<file path="src/rtl/pad_input_debounce_ctrl.sv">
// Pad input conditioning: two-flop synchroniser, debounce filter with programmable
// stable time, edge pulses and sticky maskable edge interrupts, one set per pad.
module pad_input_debounce_ctrl #(
  parameter int NUM_PADS = 8,
  parameter int CNT_W    = 16
) (
  input  logic                clk_i,
  input  logic                rst_ni,
  input  logic [NUM_PADS-1:0] pad_in_i,
  input  logic [NUM_PADS-1:0] en_i,
  input  logic [CNT_W-1:0]    debounce_cycles_i,
  input  logic [NUM_PADS-1:0] rise_irq_en_i,
  input  logic [NUM_PADS-1:0] fall_irq_en_i,
  input  logic [NUM_PADS-1:0] irq_clear_i,
  output logic [NUM_PADS-1:0] filtered_o,
  output logic [NUM_PADS-1:0] rise_pulse_o,
  output logic [NUM_PADS-1:0] fall_pulse_o,
  output logic [NUM_PADS-1:0] irq_pending_o,
  output logic                irq_o
);

  typedef enum logic {
    ST_STABLE,
    ST_COUNT
  } state_e;

  localparam logic [CNT_W-1:0] CNT_ONE = {{(CNT_W-1){1'b0}}, 1'b1};

  logic [NUM_PADS-1:0] sync1_q;
  logic [NUM_PADS-1:0] sync2_q;
  logic [NUM_PADS-1:0] pend_q;
  logic [NUM_PADS-1:0] pend_d;
  logic                dbc_zero;

  assign dbc_zero = (debounce_cycles_i == '0);

  // Raw pads are asynchronous to clk_i; only sync2_q is used downstream.
  always_ff @(posedge clk_i or negedge rst_ni) begin
    if (!rst_ni) begin
      sync1_q <= '0;
      sync2_q <= '0;
    end else begin
      sync1_q <= pad_in_i;
      sync2_q <= sync1_q;
    end
  end

  for (genvar i = 0; i < NUM_PADS; i++) begin : g_pad
    state_e           state_q;
    logic [CNT_W-1:0] cnt_q;
    logic             filt_q;
    logic             rise_q;
    logic             fall_q;
    logic             mismatch;

    assign mismatch = (sync2_q[i] != filt_q);

    // Mismatch must persist for D+1 sampled cycles before the filtered level moves;
    // the >= compare lets a lowered D take effect on the next mismatching cycle.
    always_ff @(posedge clk_i or negedge rst_ni) begin
      if (!rst_ni) begin
        state_q <= ST_STABLE;
        cnt_q   <= '0;
        filt_q  <= 1'b0;
        rise_q  <= 1'b0;
        fall_q  <= 1'b0;
      end else begin
        rise_q <= 1'b0;
        fall_q <= 1'b0;
        if (!en_i[i]) begin
          state_q <= ST_STABLE;
          cnt_q   <= '0;
          filt_q  <= sync2_q[i];
        end else begin
          case (state_q)
            ST_STABLE: begin
              if (mismatch) begin
                if (dbc_zero) begin
                  filt_q <= sync2_q[i];
                  rise_q <= sync2_q[i];
                  fall_q <= ~sync2_q[i];
                end else begin
                  cnt_q   <= CNT_ONE;
                  state_q <= ST_COUNT;
                end
              end
            end
            ST_COUNT: begin
              if (!mismatch) begin
                cnt_q   <= '0;
                state_q <= ST_STABLE;
              end else if (cnt_q >= debounce_cycles_i) begin
                filt_q  <= sync2_q[i];
                rise_q  <= sync2_q[i];
                fall_q  <= ~sync2_q[i];
                cnt_q   <= '0;
                state_q <= ST_STABLE;
              end else begin
                cnt_q <= cnt_q + CNT_ONE;
              end
            end
            default: begin
              cnt_q   <= '0;
              state_q <= ST_STABLE;
            end
          endcase
        end
      end
    end

    assign filtered_o[i]   = filt_q;
    assign rise_pulse_o[i] = rise_q;
    assign fall_pulse_o[i] = fall_q;
  end

  // A new edge event outranks a simultaneous clear so no interrupt is lost.
  always_comb begin
    pend_d = (pend_q & ~irq_clear_i)
           | (en_i & ((rise_pulse_o & rise_irq_en_i) | (fall_pulse_o & fall_irq_en_i)));
  end

  always_ff @(posedge clk_i or negedge rst_ni) begin
    if (!rst_ni) begin
      pend_q <= '0;
    end else begin
      pend_q <= pend_d;
    end
  end

  assign irq_pending_o = pend_q;
  assign irq_o         = |pend_q;

endmodule
</file>
<file path="config.mk">
export PLATFORM = sky130hd
export DESIGN_NAME = pad_input_debounce_ctrl
export DESIGN_NICKNAME = d
export VERILOG_FILES = /design/src/rtl/pad_input_debounce_ctrl.sv
export SDC_FILE = /design/constraint.sdc
export NUM_CORES = 1
export LEC_CHECK = 0
export BUFFER_PORTS_ARGS = -buffer_cell sky130_fd_sc_hd__buf_4
export CAP_MARGIN = 20
export CORE_MARGIN = 3
export CORE_UTILIZATION = 57
export CTS_CLUSTER_SIZE = 8
export DETAILED_ROUTE_END_ITERATION = 10
export GPL_TIMING_DRIVEN = 1
export HOLD_SLACK_MARGIN = 0.12
export PLACE_DENSITY = 0.83
export SYNTH_ARGS = -nofsm -noshare
export SYNTH_HDL_FRONTEND = slang
export SYNTH_SLANG_ARGS = --single-unit
</file>
<file path="constraint.sdc">
create_clock -name clk_i -period 4.15 [get_ports clk_i]
set_input_delay 1.0375 -clock clk_i [delete_from_list [all_inputs] [get_ports clk_i]]
set_output_delay 1.0375 -clock clk_i [all_outputs]
set_load 0.02 [all_outputs]
</file>
==> summary.md <==
| Metric | Value |
|---|---|
| Yosys reg bits | ~180 |
| Final WL | around 32,000 um |
| Kind of critical path | in2reg |
| Total global routing overflow | 0 |
| Logic pwr share | 17.0% |
| Final Setup Violations | 0 |
| P&R area growth vs syn | 12.0% |
| Critical path peak fanout | 14 |
| RSZ-0062 raised after global routing | no |
| Achievable Freq | between 300 and 400 MHz |
| Detailed Route Iter0 Violations | 723 |
| Run status | complete, no violations |
| Gates resized, CTS repair | 0 |
| Most frequent cells in the layout | 184 x dfrtp_1, 136 x ha_1, 112 x buf_4 |
| CP startpoint kind | input pin |
| Detail Placement HPWL | 23,000 um |
| Width of the die | around 150 um |
| Most common cell after layout, fill and taps aside | dfrtp_1 |
| Htree depth | 4 |
| Synth Instances | ~1,300 |
| Die area | about 23,000 um2 |
| GPL Wtd Cong | just over 0.9 |
| Crit. End Element | register |
| Num ports | 91 |
| Share of post-route cells with drive strength above 1 | around an eighth |
| VDD IR max | 272 uV |
| Max-slew violation count | 0 |
| Clk_lat worst skew | approximately 0.44 ns |
| P per Cell Area | approximately 320 nW/um2 |
| Vias per Instance | 6.32 |
| Final Core Density | between 60% and 70% |
| Total CTS buffers | 17 |
| WL/cell | 19.1 um |
| Initial antenna violation count | 1 |
| First-pass GRT wire length | 51,100 um |
| Clk pwr share | 38.3% |
| Initial core utilization | between 50% and 60% |
| Hold slack | 0.349 ns |
| Max Cap Violations | 0 |
| Req. time, crit path | between 4 and 5 ns |
| Leak | between 6 and 7 nW |
| P_int | between 3 and 4 mW |
| Postcts setup bufs | 0 |
| Distinct cells, synth | between 70 and 80 |
| Syn nets | 1,484 |
| CTS Buffer Depth | 2 |
| Syn Area/Cell | ~9.4 um2 |
| Switching share of power | between 20% and 30% |
| Post-synth EDFFs | 0 |
| Final Hold Vio Count | 0 |
| Core Area | approximately 21,000 um2 |
| TNS Setup | 0 ns |
| CTS tree | yes |
| Filler cell count | between 1,500 and 2,000 |
| Hold_buf cts | 0 |
| Pre-CTS setup slack | between 0.5 and 0.6 ns |
| Synthesized area | about 12,000 um2 |
| Clock root buffer | clkbuf_16 |
| Worst slew pin tran | between 1 and 1.5 ns |
| Ys Warns | 0 |
| Final nets | about 1,600 |
| Num rows | 52 |
| DRT Pass-1 Iters | 7 |
| Setup Skew | between 0.008 and 0.009 ns |
| Worst setup margin | around 0.98 ns |
| Number of global-route vias before repair | 10,200 |
| Shortest period the worst path allows | between 3 and 4 ns |
| Sequential power share | 44.7% |
| Largest net degree at the start of global routing | 96 |
| Hold WC Path Type | reg2reg |
| Ant diodes | 0 |
| Global-route usage over all layers | ~28% |
| Register area share after synthesis | a little under two fifths |
| Top FF cell, synth | dfrtp_1 |
| Clk pin slew, worst setup/hold paths | around 0.070 ns |
| Remaining DRCs | 0 |
| Die H | 152 um |
| Placed cell area | approximately 13,000 um2 |
| Switch Pwr | ~1.3 mW |
| PortBufs | 90 |
| Via count | between 10,000 and 15,000 |
| Worst rel slew slack | 28.9% |
| Antenna viol nets, final | 0 |
| Design Area, Final | between 10,000 and 15,000 um2 |
| Period utilization | between 70% and 80% |
| WP data arrival | 3.46 ns |
| Sink Count | 184 |
| FFs w/ async S/R, synth | between 90% and 100% |
[cell type report]
cell class	instances	area (um2)	share of cell area (%)
inverter	67	251	1.85
tap	270	338	2.49
sequential	184	4600	33.9
clock inverter	14	145	1.07
timing repair buffer	114	875	6.45
clock buffer	18	429	3.16
multi-input combinational	986	6920	51.0
[power groups by stage]
stage / clock network [mW] / logic [mW] / registers (mW)
floorplan: 0 / 0.476 / 1.93
global placement: 0 / 0.695 / 1.94
detailed placement: 0 / 0.715 / 1.94
CTS: 1.66 / 0.723 / 1.91
global route: 1.74 / 0.804 / 1.92
finish: 1.64 / 0.726 / 1.91
[state kept, by name, summed over array words and instances, names as in the netlist]
signal / flops
g_pad.cnt_q: 128
g_pad.fall_q: 8
g_pad.filt_q: 8
g_pad.rise_q: 8
g_pad.state_q: 8
irq_pending_o: 8
sync1_q: 8
sync2_q: 8
[per-layer routing]
metal | vias to the layer above | part of all wire [%] | track usage, %
met3 | 70 | 6.7 | 4.88
met4 | 2 | 3.5 | 11.1
met2 | 401 | 47 | 46.6
met5 | - | 0.041 | 0
met1 | 5050 | 42 | 37.2
li1 | 4927 | - | -
[synth_stat cells (4+ instances only)]
cell type,number,share of area [%]
o22ai_1,8,0.41
buf_6,5,0.46
or4_1,5,0.31
or2_2,6,0.31
clkbuf_1,10,0.31
o21a_1,8,0.50
a21oi_1,63,2.6
o211ai_1,10,0.62
nor2b_1,20,1.0
a21o_1,32,2.0
buf_4,24,1.5
or4_4,4,0.37
o21ai_0,72,3.0
nor3_1,34,1.4
a31oi_1,23,1.2
o31ai_1,7,0.43
mux2_2,6,0.56
and2_1,16,0.83
xor2_1,31,2.2
or3_1,13,0.67
and4_1,13,0.94
nand2_1,110,3.4
xnor2_1,10,0.72
buf_2,12,0.50
nand3_1,69,2.9
and4b_1,9,0.74
inv_1,67,2.1
a211oi_1,5,0.31
ha_1,136,14
nor4_1,13,0.67
dfrtp_1,184,38
nand2b_1,15,0.77
nand4_1,40,2.1
a211o_1,5,0.36
o21ai_1,6,0.25
o311ai_1,8,0.58
and3_1,35,1.8
a32oi_1,4,0.29
a22o_1,16,1.2
nor3b_1,16,0.99
nor2_1,61,1.9
[kinds of logic (layout without fill, tap and decap cells)]
family	Yosys count	after routing	synth area share, %
AOI/OAI and AO/OA	312	312	17.4
xor gates and xnor gates	41	41	2.96
adders and majority gates	136	136	14.0
buffers and inverters	120	213	4.91
DFF	184	184	38.0
muxes	9	9	0.847
and+or+nand+nor	488	488	21.9
[path summary, 6_finish.rpt]
check | endpoint | start | slack [ns] | cells past startpoint
max | g_pad[1].cnt_q[13] | debounce_cycles_i[7] | 0.98 | 6
min | sync2_q[4] | sync1_q[4] | 0.35 | 0
max reg2reg | g_pad[1].cnt_q[8] | sync2_q[1] | 1.03 | 5
min reg2reg | sync2_q[4] | sync1_q[4] | 0.35 | 0
max in group asynchronous | g_pad[4].cnt_q[2] | rst_ni | 2.67 | 2
min in group asynchronous | g_pad[6].cnt_q[13] | rst_ni | 0.67 | 1
[critical path, stage by stage]
cell	delay, ns
buf_4	0.11
or4_4	0.60
nor4_4	0.53
a21oi_1	0.45
nand2_1	0.51
o311ai_0	0.20
[per-stage QoR]
stage | total power [mW] | std cells
finish | 4.28 | 1653
global route | 4.46 | 1653
CTS | 4.29 | 1653
detailed placement | 2.66 | 1621
global placement | 2.64 | 1621
floorplan | 2.40 | 1290
Note: power is estimated with default switching activity, not from simulation.
